--- src/rtl/rr_lock_arbiter.sv ---
`default_nettype none
// +----------------------------------------------------------------------------+
// | Module      : rr_lock_arbiter                                              |
// | Description : N-requester round-robin arbiter with grant lock; optional    |
// |               hold-limit preemption when RR_ARB_HOLD_LIMIT_EN is defined.  |
// | Revision    : 1.0 - initial release                                        |
// +----------------------------------------------------------------------------+
module rr_lock_arbiter #(
  parameter int N        = 4,
  parameter int ID_W     = 2,
  parameter int MAX_HOLD = 8,
  parameter int HOLD_W   = 4
) (
  input  logic            clk,
  input  logic            rst,
  input  logic [N-1:0]    req,
  output logic [N-1:0]    grant,
  output logic            grant_valid,
  output logic [ID_W-1:0] grant_id
);

  typedef enum logic [0:0] {
    IDLE  = 1'b0,
    GRANT = 1'b1
  } state_t;

  localparam logic [N-1:0] c_one = N'(1);

  state_t          r_state;
  logic [N-1:0]    r_grant;
  logic            r_grant_valid;
  logic [ID_W-1:0] r_grant_id;
  logic [ID_W-1:0] r_ptr;

  logic [N-1:0]    w_owner_mask;
  logic            w_owner_req;
  logic [ID_W-1:0] w_owner_next;
  logic [ID_W-1:0] w_scan_ptr;
  logic [N-1:0]    w_scan_req;
  logic            w_any;
  logic [ID_W-1:0] w_win_id;
  logic [N-1:0]    w_win_onehot;
  logic            w_preempt;

  if ((N < 2) || (N > 16)) begin : g_bad_n
    $error("rr_lock_arbiter: N must be within 2..16");
  end
  if ($clog2(N) != ID_W) begin : g_bad_id_w
    $error("rr_lock_arbiter: ID_W must equal clog2(N)");
  end
  if ((MAX_HOLD < 0) || ((1 << HOLD_W) < MAX_HOLD)) begin : g_bad_hold
    $error("rr_lock_arbiter: HOLD_W too narrow for MAX_HOLD");
  end

  function automatic logic [ID_W-1:0] wrap_add(input logic [ID_W-1:0] base, input int off);
    return ID_W'((int'(base) + off) % N);
  endfunction

  // Owner bit is masked out of the scan while in GRANT: on release it is zero
  // anyway, and on preemption the owner must not win again.
  assign w_owner_mask = c_one << r_grant_id;
  assign w_owner_req  = |(req & w_owner_mask);
  assign w_owner_next = wrap_add(r_grant_id, 1);
  assign w_scan_ptr   = (r_state == GRANT) ? w_owner_next : r_ptr;
  assign w_scan_req   = (r_state == GRANT) ? (req & ~w_owner_mask) : req;

  always_comb begin
    w_any    = 1'b0;
    w_win_id = '0;
    for (int k = N - 1; k >= 0; k--) begin
      if (w_scan_req[wrap_add(w_scan_ptr, k)]) begin
        w_any    = 1'b1;
        w_win_id = wrap_add(w_scan_ptr, k);
      end
    end
  end

  assign w_win_onehot = c_one << w_win_id;

`ifdef RR_ARB_HOLD_LIMIT_EN
  localparam logic [HOLD_W-1:0] c_hold_last = HOLD_W'((MAX_HOLD == 0) ? 0 : MAX_HOLD - 1);
  localparam logic [HOLD_W-1:0] c_cnt_max   = '1;

  logic [HOLD_W-1:0] r_cnt;

  // In GRANT, w_any means some requester other than the owner is waiting.
  assign w_preempt = (MAX_HOLD != 0) && (r_state == GRANT) && w_owner_req &&
                     (r_cnt == c_hold_last) && w_any;

  always_ff @(posedge clk) begin
    if (rst) begin
      r_cnt <= '0;
    end else if ((r_state == IDLE) || !w_owner_req || w_preempt) begin
      r_cnt <= '0;
    end else if (r_cnt != c_cnt_max) begin
      r_cnt <= r_cnt + 1'b1;
    end
  end
`else
  assign w_preempt = 1'b0;
`endif

  always_ff @(posedge clk) begin
    if (rst) begin
      r_state       <= IDLE;
      r_grant       <= '0;
      r_grant_valid <= 1'b0;
      r_grant_id    <= '0;
      r_ptr         <= '0;
    end else begin
      case (r_state)
        IDLE: begin
          if (w_any) begin
            r_grant       <= w_win_onehot;
            r_grant_id    <= w_win_id;
            r_grant_valid <= 1'b1;
            r_state       <= GRANT;
          end
        end
        GRANT: begin
          if (!w_owner_req || w_preempt) begin
            r_ptr <= w_owner_next;
            if (w_any) begin
              r_grant    <= w_win_onehot;
              r_grant_id <= w_win_id;
            end else begin
              r_grant       <= '0;
              r_grant_valid <= 1'b0;
              r_state       <= IDLE;
            end
          end
        end
        default: begin
          r_state <= IDLE;
        end
      endcase
    end
  end

  assign grant       = r_grant;
  assign grant_valid = r_grant_valid;
  assign grant_id    = r_grant_id;

endmodule
`default_nettype wire

--- config.mk ---
export PLATFORM = sky130hd
export DESIGN_NAME = rr_lock_arbiter
export DESIGN_NICKNAME = d
export VERILOG_FILES = /design/src/rtl/rr_lock_arbiter.sv
export SDC_FILE = /design/constraint.sdc
export NUM_CORES = 1
export LEC_CHECK = 0
export BUFFER_PORTS_ARGS = -buffer_cell sky130_fd_sc_hd__buf_4
export CELL_PAD_IN_SITES_DETAIL_PLACEMENT = 2
export CELL_PAD_IN_SITES_GLOBAL_PLACEMENT = 2
export CORE_ASPECT_RATIO = 1.4
export CORE_MARGIN = 2
export CORE_UTILIZATION = 25
export DETAILED_ROUTE_END_ITERATION = 8
export GPL_TIMING_DRIVEN = 0
export PLACE_DENSITY = 0.62
export SETUP_SLACK_MARGIN = 0.15
export SYNTH_ARGS = -nofsm -noshare
export SYNTH_HDL_FRONTEND = slang
export SYNTH_SLANG_ARGS = --single-unit
--- constraint.sdc ---
create_clock -name clk -period 4.6 [get_ports clk]
set_input_delay 0 -clock clk [delete_from_list [all_inputs] [get_ports clk]]
set_output_delay 0 -clock clk [all_outputs]
set_load 0.01 [all_outputs]
== After elaboration in Yosys (flattened, before gate mapping) ==
Cells that the tools add are included.

* Bitwise gates (word level): 5
* Eq/ne operators: 3
* Shift operators: 2
* Reduce and logical (&&, ||, !) cells: 4
* $lt $le $gt $ge: 4
* Add/subtract/negate cells: 4
* Multiplexer cells: 32

{| class="wikitable"
|+ Operators by type and width
! cell !! count
|-
| $mux W4 || 4
|-
| $mux W2 || 7
|-
| $mux W1 || 13
|-
| $lt A2 B3 Y1 const B || 4
|-
| $and A4 B4 Y4 || 2
|-
| $bmux W1 S2 || 4
|-
| $pmux W4 S2 || 1
|-
| $shl A1 B2 Y4 const A || 2
|-
| $ne A2 B2 Y1 const B || 3
|-
| $add A2 B1 Y2 const B || 2
|-
| $add A2 B2 Y2 const B || 2
|-
| $not A4 Y4 || 1
|-
| $pmux W1 S2 || 2
|-
| $pmux W2 S2 || 1
|-
| $reduce_and A2 Y1 || 2
|-
| $reduce_or A4 Y1 || 1
|-
| $reduce_and A3 Y1 || 1
|-
| $not A1 Y1 || 2
|}

* Logic and storage cells: 59
* Flip-flop bits (word level): 10
* Input bits: 6

== Longest topological paths before layout ==
Gate-level depths: netlist of run 1.

* Depth after elaboration: 14
* Depth in mapped cells: 7
* Gate-level depth less buffers: 7

== Worst setup path before layout of run 1 ==
Ideal clock, no wire load.

* Path kind: register to register
* Start: register r_grant_id[0], in the netlist grant_id[0]
* End: register r_grant[1], in the netlist grant[1]
* Path slack: 2.675 ns
* Buffers on the path: 0
* Period minus slack after synthesis: 1.925 ns
* Arrival: 1.809 ns
* Cell stages (with the launch flop): 8
* Cells stage by stage: dfxtp_1 > inv_1 > ha_1 > mux2_4 > mux2i_1 > o22a_2 > nor3b_2 > a22o_1

* Elaborated cells on any way between the ends: 35
* Those cells by class: add/sub: 4; eq/ne: 2; shift: 2; mux: 22; bitwise: 3; reduce/logical: 2

{| class="wikitable"
|+ RTL lines
! element !! RTL line !! RTL
|-
| start: declaration || 32 || <nowiki>logic [ID_W-1:0] r_grant_id;</nowiki>
|-
| start signal: assignment || 115 || <nowiki>r_grant_id <= w_win_id;</nowiki>
|-
| start signal: assignment || 125 || <nowiki>r_grant_id <= w_win_id;</nowiki>
|-
| $add A2 B1 Y2 * || 56 || <nowiki>return ID_W'((int'(base) + off) % N);</nowiki>
|-
| net w_owner_next[0] || 37 || <nowiki>logic [ID_W-1:0] w_owner_next;</nowiki>
|-
| $mux W2 * || 64 || <nowiki>assign w_scan_ptr = (r_state == GRANT) ? w_owner_next : r_ptr;</nowiki>
|-
| $add A2 B2 Y2 || 56 ||
|-
| $bmux W1 S2 || 71 || <nowiki>if (w_scan_req[wrap_add(w_scan_ptr, k)]) begin</nowiki>
|-
| $mux W1 (implied by the code) || 71 ||
|-
| $mux W2 (4 in series) || 71 ||
|-
| $shl A1 B2 Y4 || 78 || <nowiki>assign w_win_onehot = c_one << w_win_id;</nowiki>
|-
| $mux W4 || 123 || <nowiki>if (w_any) begin</nowiki>
|-
| $mux W4 || 121 || <nowiki>if (!w_owner_req || w_preempt) begin</nowiki>
|-
| $pmux W4 S2 || 111 || <nowiki>case (r_state)</nowiki>
|-
| end signal: assignment || 114 || <nowiki>r_grant <= w_win_onehot;</nowiki>
|-
| end signal: assignment || 124 || <nowiki>r_grant <= w_win_onehot;</nowiki>
|-
| end: declaration || 30 || <nowiki>logic [N-1:0] r_grant;</nowiki>
|}

Mark *: on every way through the listed nets, which the timed path passes. The rest lies on a longest branch. The select of a mux whose other input is x is not followed.
A chain may end at the register's enable or synchronous reset.

== Final worst setup path of run 1 ==
* Start: register r_grant_id[0], in the netlist grant_id[0]
* End: register r_grant_id[1], in the netlist grant_id[1]

* Elaborated cells on any way between the ends: 31
* Those cells by class: add/sub: 4; eq/ne: 1; shift: 1; mux: 21; bitwise: 3; reduce/logical: 1

{| class="wikitable"
|+ RTL lines
! element !! RTL line
|-
| $add A2 B1 Y2 * || 56
|-
| net w_owner_next[0] || 37
|-
| $mux W2 * || 64
|-
| $add A2 B2 Y2 || 56
|-
| $bmux W1 S2 || 71
|-
| $mux W1 (implied by the code) || 71
|-
| $mux W2 / $mux W1 (equally long branches) (4 in series) || 71
|-
| $mux W2 * || 113, 123
|-
| $mux W2 || 121
|-
| $pmux W2 S2 * || 111
|}

Marks and branches as above.

==> results.sh, run 1 <==
export IMPL_outcome="finished clean"
export IMPL_post_cts_resized=0
export IMPL_start_kind="flip-flop"
export IMPL_synth_area_leaders="dfxtp_1, a22o_1, ha_1, mux2i_1, nor2_1"
export IMPL_rows=22
export IMPL_synth_seq_cells=10
export IMPL_dp_hpwl_mm=1.43
export IMPL_power_w=0.000351
export IMPL_criticalPathCategory="flip-flop to flip-flop"
export IMPL_grt_pass1_wl_mm=3.08
export IMPL_vias=589
export IMPL_initial_utilization=0.262
export IMPL_clk_latency_ns=0.26
export IMPL_fmax_mhz=476
export IMPL_layout_cells_non_filler=123
export IMPL_fin_crit_sh=0.457
export IMPL_dpl_cell_count=119
export IMPL_path_clk_slew_ns=0.07
export IMPL_cp_end_kind="flip-flop"
export IMPL_syn_area_sq_um=677
export IMPL_avgSynthCellArea_sq_um=9.40
export IMPL_grt_usage=0.137
export IMPL_synth_ff_type="dfxtp_1"
export IMPL_r2r_setup_slack_ns=2.50
export IMPL_grt_max_degree=11
export IMPL_relSlewSlack=0.751
export IMPL_yosysTopAreaCell="dfxtp_1"
export IMPL_antenna_found_initial=0
export IMPL_ant_nets=0
export IMPL_die_w_um=48.0
export IMPL_grt_ovfl_total=0
export IMPL_synth_top_area_share=0.296
export IMPL_die_area_sq_mm=0.00315
export IMPL_rsz0062_at_grt="false"
export IMPL_tritoncts="yes"
export IMPL_avgViaCountPerCell=4.79
export IMPL_wl_per_cell_um=13.8
export IMPL_clockRootBuffer="clkbuf_4"
export IMPL_nFillCells=332
export IMPL_fin_crit_ns=2.10
export IMPL_internal_power_w=0.000224
export IMPL_hold_path_class="input pin to flip-flop"
export IMPL_drive_above_1_share=0.345
export IMPL_ys_async_sr_fraction=0
export IMPL_skew_ns=0.00336
export IMPL_cts_buffer_depth=2
export IMPL_layout_nets=98
export IMPL_wl_mm=1.70
export IMPL_leakagePower_nw=0.357
export IMPL_cts_hold_buf=0
export IMPL_ys_top_cells_by_count="dfxtp_1, nor2_1, a22o_1"
export IMPL_drtIter0Drc=4
export IMPL_io_pins=13
export IMPL_ys_seq_area_frac=0.296
export IMPL_whs_ns=0.0471
export IMPL_p_switching_w=0.000127
export IMPL_syn_inst=72
export IMPL_cts_htree_levels=1
export IMPL_area_growth_syn_to_layout_pct=24.2
export IMPL_yosysWarnings=0
export IMPL_syn_nets=82
export IMPL_critPathRequiredTime_ns=4.78
export IMPL_finalMaxSlewViolations=0
export IMPL_portBuffers=11
export IMPL_design_area_sq_um=841
export IMPL_clkPwrFrac=0.227
export IMPL_clock_sinks=10
export IMPL_synth_edff_count=0
export IMPL_core_area_sq_mm=0.00259
export IMPL_synth_most_common_cell="dfxtp_1"
export IMPL_seqPwrFrac=0.334
export IMPL_place_congestion=0.697
export IMPL_cts_setup_buffers=0
export IMPL_swShare=0.362
export IMPL_grt_pass1_vias=632
export IMPL_p_comb_frac=0.438
export IMPL_ir_drop_v=0.000152
export IMPL_crit_path_max_fanout=7
export IMPL_setup_viol=0
export IMPL_drc=0
export IMPL_ys_types=34
export IMPL_powerDensity_mw_per_mm2=417
export IMPL_finalHoldViolations=0
export IMPL_placed_cell_area_sq_um=805
export IMPL_drt_first_pass_iters=3
export IMPL_numCtsBuffers=3
export IMPL_diodes=0
export IMPL_cp_arrival_ns=2.28
export IMPL_tightest_slew_ns=0.370
export IMPL_cap_viol_max_count=0
export IMPL_tns_ns=0
export IMPL_die_h_um=65.6
==> flip-flops by register name (all words and copies together), names as in the netlist <==
name and flops:
grant 4, r_ptr 2, grant_valid 1, grant_id 2, r_state 1
==> cell usage in the layout (no fill, tap or decap), drive strengths merged <==
cell type / Yosys / layout
o22a: 1 / 1
mux2: 1 / 1
buf: 2 / 13
clkbuf: 0 / 4
inv: 5 / 5
or3: 1 / 1
o221ai: 2 / 2
ha: 4 / 4
a21oi: 4 / 4
nand2: 1 / 1
nor3: 1 / 1
nand3b: 1 / 1
a221oi: 1 / 1
mux2i: 4 / 4
dfxtp: 10 / 10
a22oi: 1 / 1
o31a: 1 / 1
a21bo: 1 / 1
nor2: 9 / 9
o21ai: 4 / 4
o21a: 2 / 2
nor3b: 1 / 1
o31ai: 2 / 2
or2: 1 / 1
a22o: 6 / 6
nand2b: 2 / 2
nor2b: 2 / 2
a21boi: 2 / 2
==> metrics by stage <==
stage / worst slack [ns] / utilization
after floorplan: 2.67 / -
after global placement: 2.52 / 0.311
after detailed placement: 2.51 / 0.311
after CTS: 2.49 / 0.325
after global routing: 2.27 / 0.325
final: 2.50 / 0.325
==> path summary, 6_finish.rpt <==
check                endpoint        start  depth (start not counted)
setup / recovery  grant_id[1]  grant_id[0]                          7
hold / removal    grant_id[0]          rst                          2
setup reg to reg  grant_id[1]  grant_id[0]                          7
hold reg to reg      r_ptr[0]     r_ptr[0]                          2
==> critical path: stages (launching register included) <==
cell and delay, ns:
dfxtp_1 0.48, inv_1 0.11, ha_1 0.34, mux2i_1 0.25, o21ai_0 0.15, a22oi_1 0.25
o21ai_1 0.19, o31ai_1 0.25
==> power groups by stage <==
stage | registers (W) | clock network [W] | logic [W]
floorplan | 0.000121 | 0 | 0.000105
global placement | 0.000119 | 0 | 0.000154
detailed placement | 0.000119 | 0 | 0.000157
CTS | 0.000117 | 0.0000842 | 0.000158
global route | 0.000120 | 0.0000884 | 0.000175
finish | 0.000117 | 0.0000798 | 0.000154
==> logic make-up (layout without fill, tap and decap cells) <==
kind of cell / after synthesis / in the layout / share of synthesized area
adder cells (fa/ha/maj): 4 / 4 / 0.0739
AND/OR/NAND/NOR: 19 / 19 / 0.166
buffers and inverters: 7 / 22 / 0.0462
AO/OA/AOI/OAI: 27 / 27 / 0.336
flip-flops: 10 / 10 / 0.296
multiplexers: 5 / 5 / 0.0813
==> area by class of cell <==
class | count | area (sq um) | area share
multi-input combinational | 55 | 445 | 0.530
buffer | 2 | 12.5 | 0.0149
sequential | 10 | 200 | 0.238
timing repair buffer | 11 | 82.6 | 0.0982
tap | 36 | 45.0 | 0.0536
inverter | 5 | 18.8 | 0.0223
clock buffer | 4 | 36.3 | 0.0432
==> layer usage <==
metal	track usage	vias to the layer above	routed length (um)
met5	0	-	0
met4	0.0709	0	19
met3	0.00824	2	43
met2	0.228	8	955
met1	0.168	284	686
li1	-	295	-
(Power assumes the default switching activity.)
==> run 2, diff against run 1 <==
- PLACE_DENSITY: 0.62 -> 0.64
- clock period: 4.6 -> 1.8 ns (I/O delays scaled with it)
==> run 2 against run 1 <==
Sequential power rose to 2.6 times the previous value. Sequential share of layout area fell by 1.7 points. Combinational power rose to 3.3 times the previous value. First-iteration DRC count rose by 130%. Critical path depth did not move. Critical path type unchanged. Worst setup slack got worse by 2.5 ns. Routed wire length rose by 5.3%. Fmax rose by 19%. Clock-buffer cell count did not move.
==> results.sh, run 2 (same netlist as run 1, synthesis figures left out) <==
export IMPL_outcome="finished clean"
export IMPL_grt_max_degree=11
export IMPL_fin_crit_ns=1.76
export IMPL_start_kind="flip-flop"
export IMPL_path_clk_slew_ns=0.07
export IMPL_grt_ovfl_total=0
export IMPL_setup_viol=0
export IMPL_initial_utilization=0.262
export IMPL_p_comb_frac=0.522
export IMPL_drive_above_1_share=0.516
export IMPL_grt_pass1_vias=679
export IMPL_critPathRequiredTime_ns=2.00
export IMPL_portBuffers=11
export IMPL_clk_latency_ns=0.26
export IMPL_cap_viol_max_count=0
export IMPL_drtIter0Drc=9
export IMPL_die_w_um=48.0
export IMPL_r2r_worst_path_cells=7
export IMPL_clockRootBuffer="clkbuf_4"
export IMPL_slowest_stage="dfxtp_4"
export IMPL_cts_htree_levels=1
export IMPL_cp_end_kind="flip-flop"
export IMPL_crit_path_max_fanout=4
export IMPL_place_congestion=0.749
export IMPL_cts_buffer_depth=2
export IMPL_wl_per_cell_um=14.1
export IMPL_tritoncts="yes"
export IMPL_seqPwrFrac=0.316
export IMPL_clkPwrFrac=0.162
export IMPL_layout_commonest_cell="buf_4"
export IMPL_swShare=0.374
export IMPL_cpPeakStageDelay_ns=0.38
export IMPL_nFillCells=308
export IMPL_io_pins=13
export IMPL_avgViaCountPerCell=4.86
export IMPL_drt_first_pass_iters=3
export IMPL_finalHoldViolations=0
export IMPL_leakagePower_nw=0.378
export IMPL_rows=22
export IMPL_ant_nets=0
export IMPL_diodes=0
export IMPL_cp_cell_sequence="inv_4, ha_4, mux2_4, a221oi_2, o22a_2, nor3b_4, a22o_1"
export IMPL_drc=0
export IMPL_internal_power_w=0.000614
export IMPL_fmax_mhz=567
export IMPL_hold_path_class="input pin to flip-flop"
export IMPL_wl_mm=1.79
export IMPL_p_switching_w=0.000367
export IMPL_antenna_found_initial=0
export IMPL_dp_hpwl_mm=1.41
export IMPL_min_path_cells=2
export IMPL_rsz0062_at_grt="true"
export IMPL_fin_crit_sh=0.979
export IMPL_tns_ns=0
export IMPL_core_area_sq_mm=0.00259
export IMPL_powerDensity_mw_per_mm2=1040
export IMPL_tightest_slew_ns=0.446
export IMPL_clock_sinks=10
export IMPL_relSlewSlack=0.703
export IMPL_cp_arrival_ns=1.97
export IMPL_grt_usage=0.136
export IMPL_die_area_sq_mm=0.00315
export IMPL_vias=617
export IMPL_ir_drop_v=0.000515
export IMPL_largest_reg_flops=4
export IMPL_criticalPathCategory="flip-flop to flip-flop"
export IMPL_numCtsBuffers=3
export IMPL_layout_nets=102
export IMPL_placed_cell_area_sq_um=845
export IMPL_skew_ns=0.00752
export IMPL_area_growth_syn_to_layout_pct=39.0
export IMPL_final_cell_mix="buf_4, dfxtp_1, nor2_1"
export IMPL_design_area_sq_um=941
export IMPL_finalMaxSlewViolations=0
export IMPL_grt_pass1_wl_mm=3.09
export IMPL_die_h_um=65.6
## run 2: changes by cell type in the layout (fill, tap and decap cells not counted), sizes merged
cell,before,now
buf,13,17
## run 2: final timing paths
path                    start          end  slack, ns
setup reg to reg  grant_id[1]     grant[1]       0.04
hold reg to reg      grant[1]     grant[1]       0.49
hold / removal            rst  grant_id[0]       0.06
setup / recovery  grant_id[1]     grant[1]       0.04
## run 2: routing by layer
metal	track usage	up-vias	wire length, um	share of wire
met5	0	-	0	0
met3	0.0110	4	43	0.024
met1	0.154	302	718	0.40
met2	0.240	9	1000	0.56
li1	-	302	-	-
met4	0.0608	0	30	0.017
## run 2: area by class of cell
class                      instances  area, sq um  area share
buffer                             2         12.5      0.0133
inverter                           5         23.8      0.0253
clock buffer                       4         26.3      0.0279
sequential                        10          208       0.221
multi-input combinational         55          513       0.545
tap                               36         45.0      0.0479
timing repair buffer              15          113       0.120
## run 2: power groups by stage
stage	clock, W	combinational (W)	sequential, W
after floorplan	0	0.000292	0.000324
after global placement	0	0.000432	0.000317
after CTS	0.000171	0.000501	0.000310
after global routing	0.000184	0.000563	0.000318
after detailed placement	0	0.000438	0.000318
final	0.000159	0.000512	0.000310
## run 2: worst max-delay path: cells and delay by family (launching register included)
kind | cells | cell delay, ns
AOI/OAI and AO/OA | 3 | 0.55
adders and majority gates | 1 | 0.24
buffers and inverters | 1 | 0.05
DFF | 1 | 0.38
muxes | 1 | 0.27
and+or+nand+nor | 1 | 0.20
## run 2: stage by stage
| stage | total power [W] | cells | setup WS (ns) | hold slack (ns) | utilization |
|---|---|---|---|---|---|
| 5_1_grt | 0.00106 | 127 | -0.0823 | 0.0635 | 0.364 |
| 4_1_cts | 0.000982 | 127 | 0.0179 | 0.0561 | 0.355 |
| 2_1_floorplan | 0.000616 | 72 | 0.127 | 0.274 | - |
| 6_report | 0.000981 | 127 | 0.0371 | 0.0594 | 0.364 |
| 3_3_place_gp | 0.000749 | 119 | -0.0282 | 0.317 | 0.326 |
| 3_5_place_dp | 0.000756 | 119 | -0.0421 | 0.334 | 0.326 |
## run 2: timing repair
action	in CTS	in global routing
hold buffers	0	0
buffers inserted	4	0
setup endpoints to repair	7	9
pin swaps	7	1
cloned	0	0
resized for setup	5	5
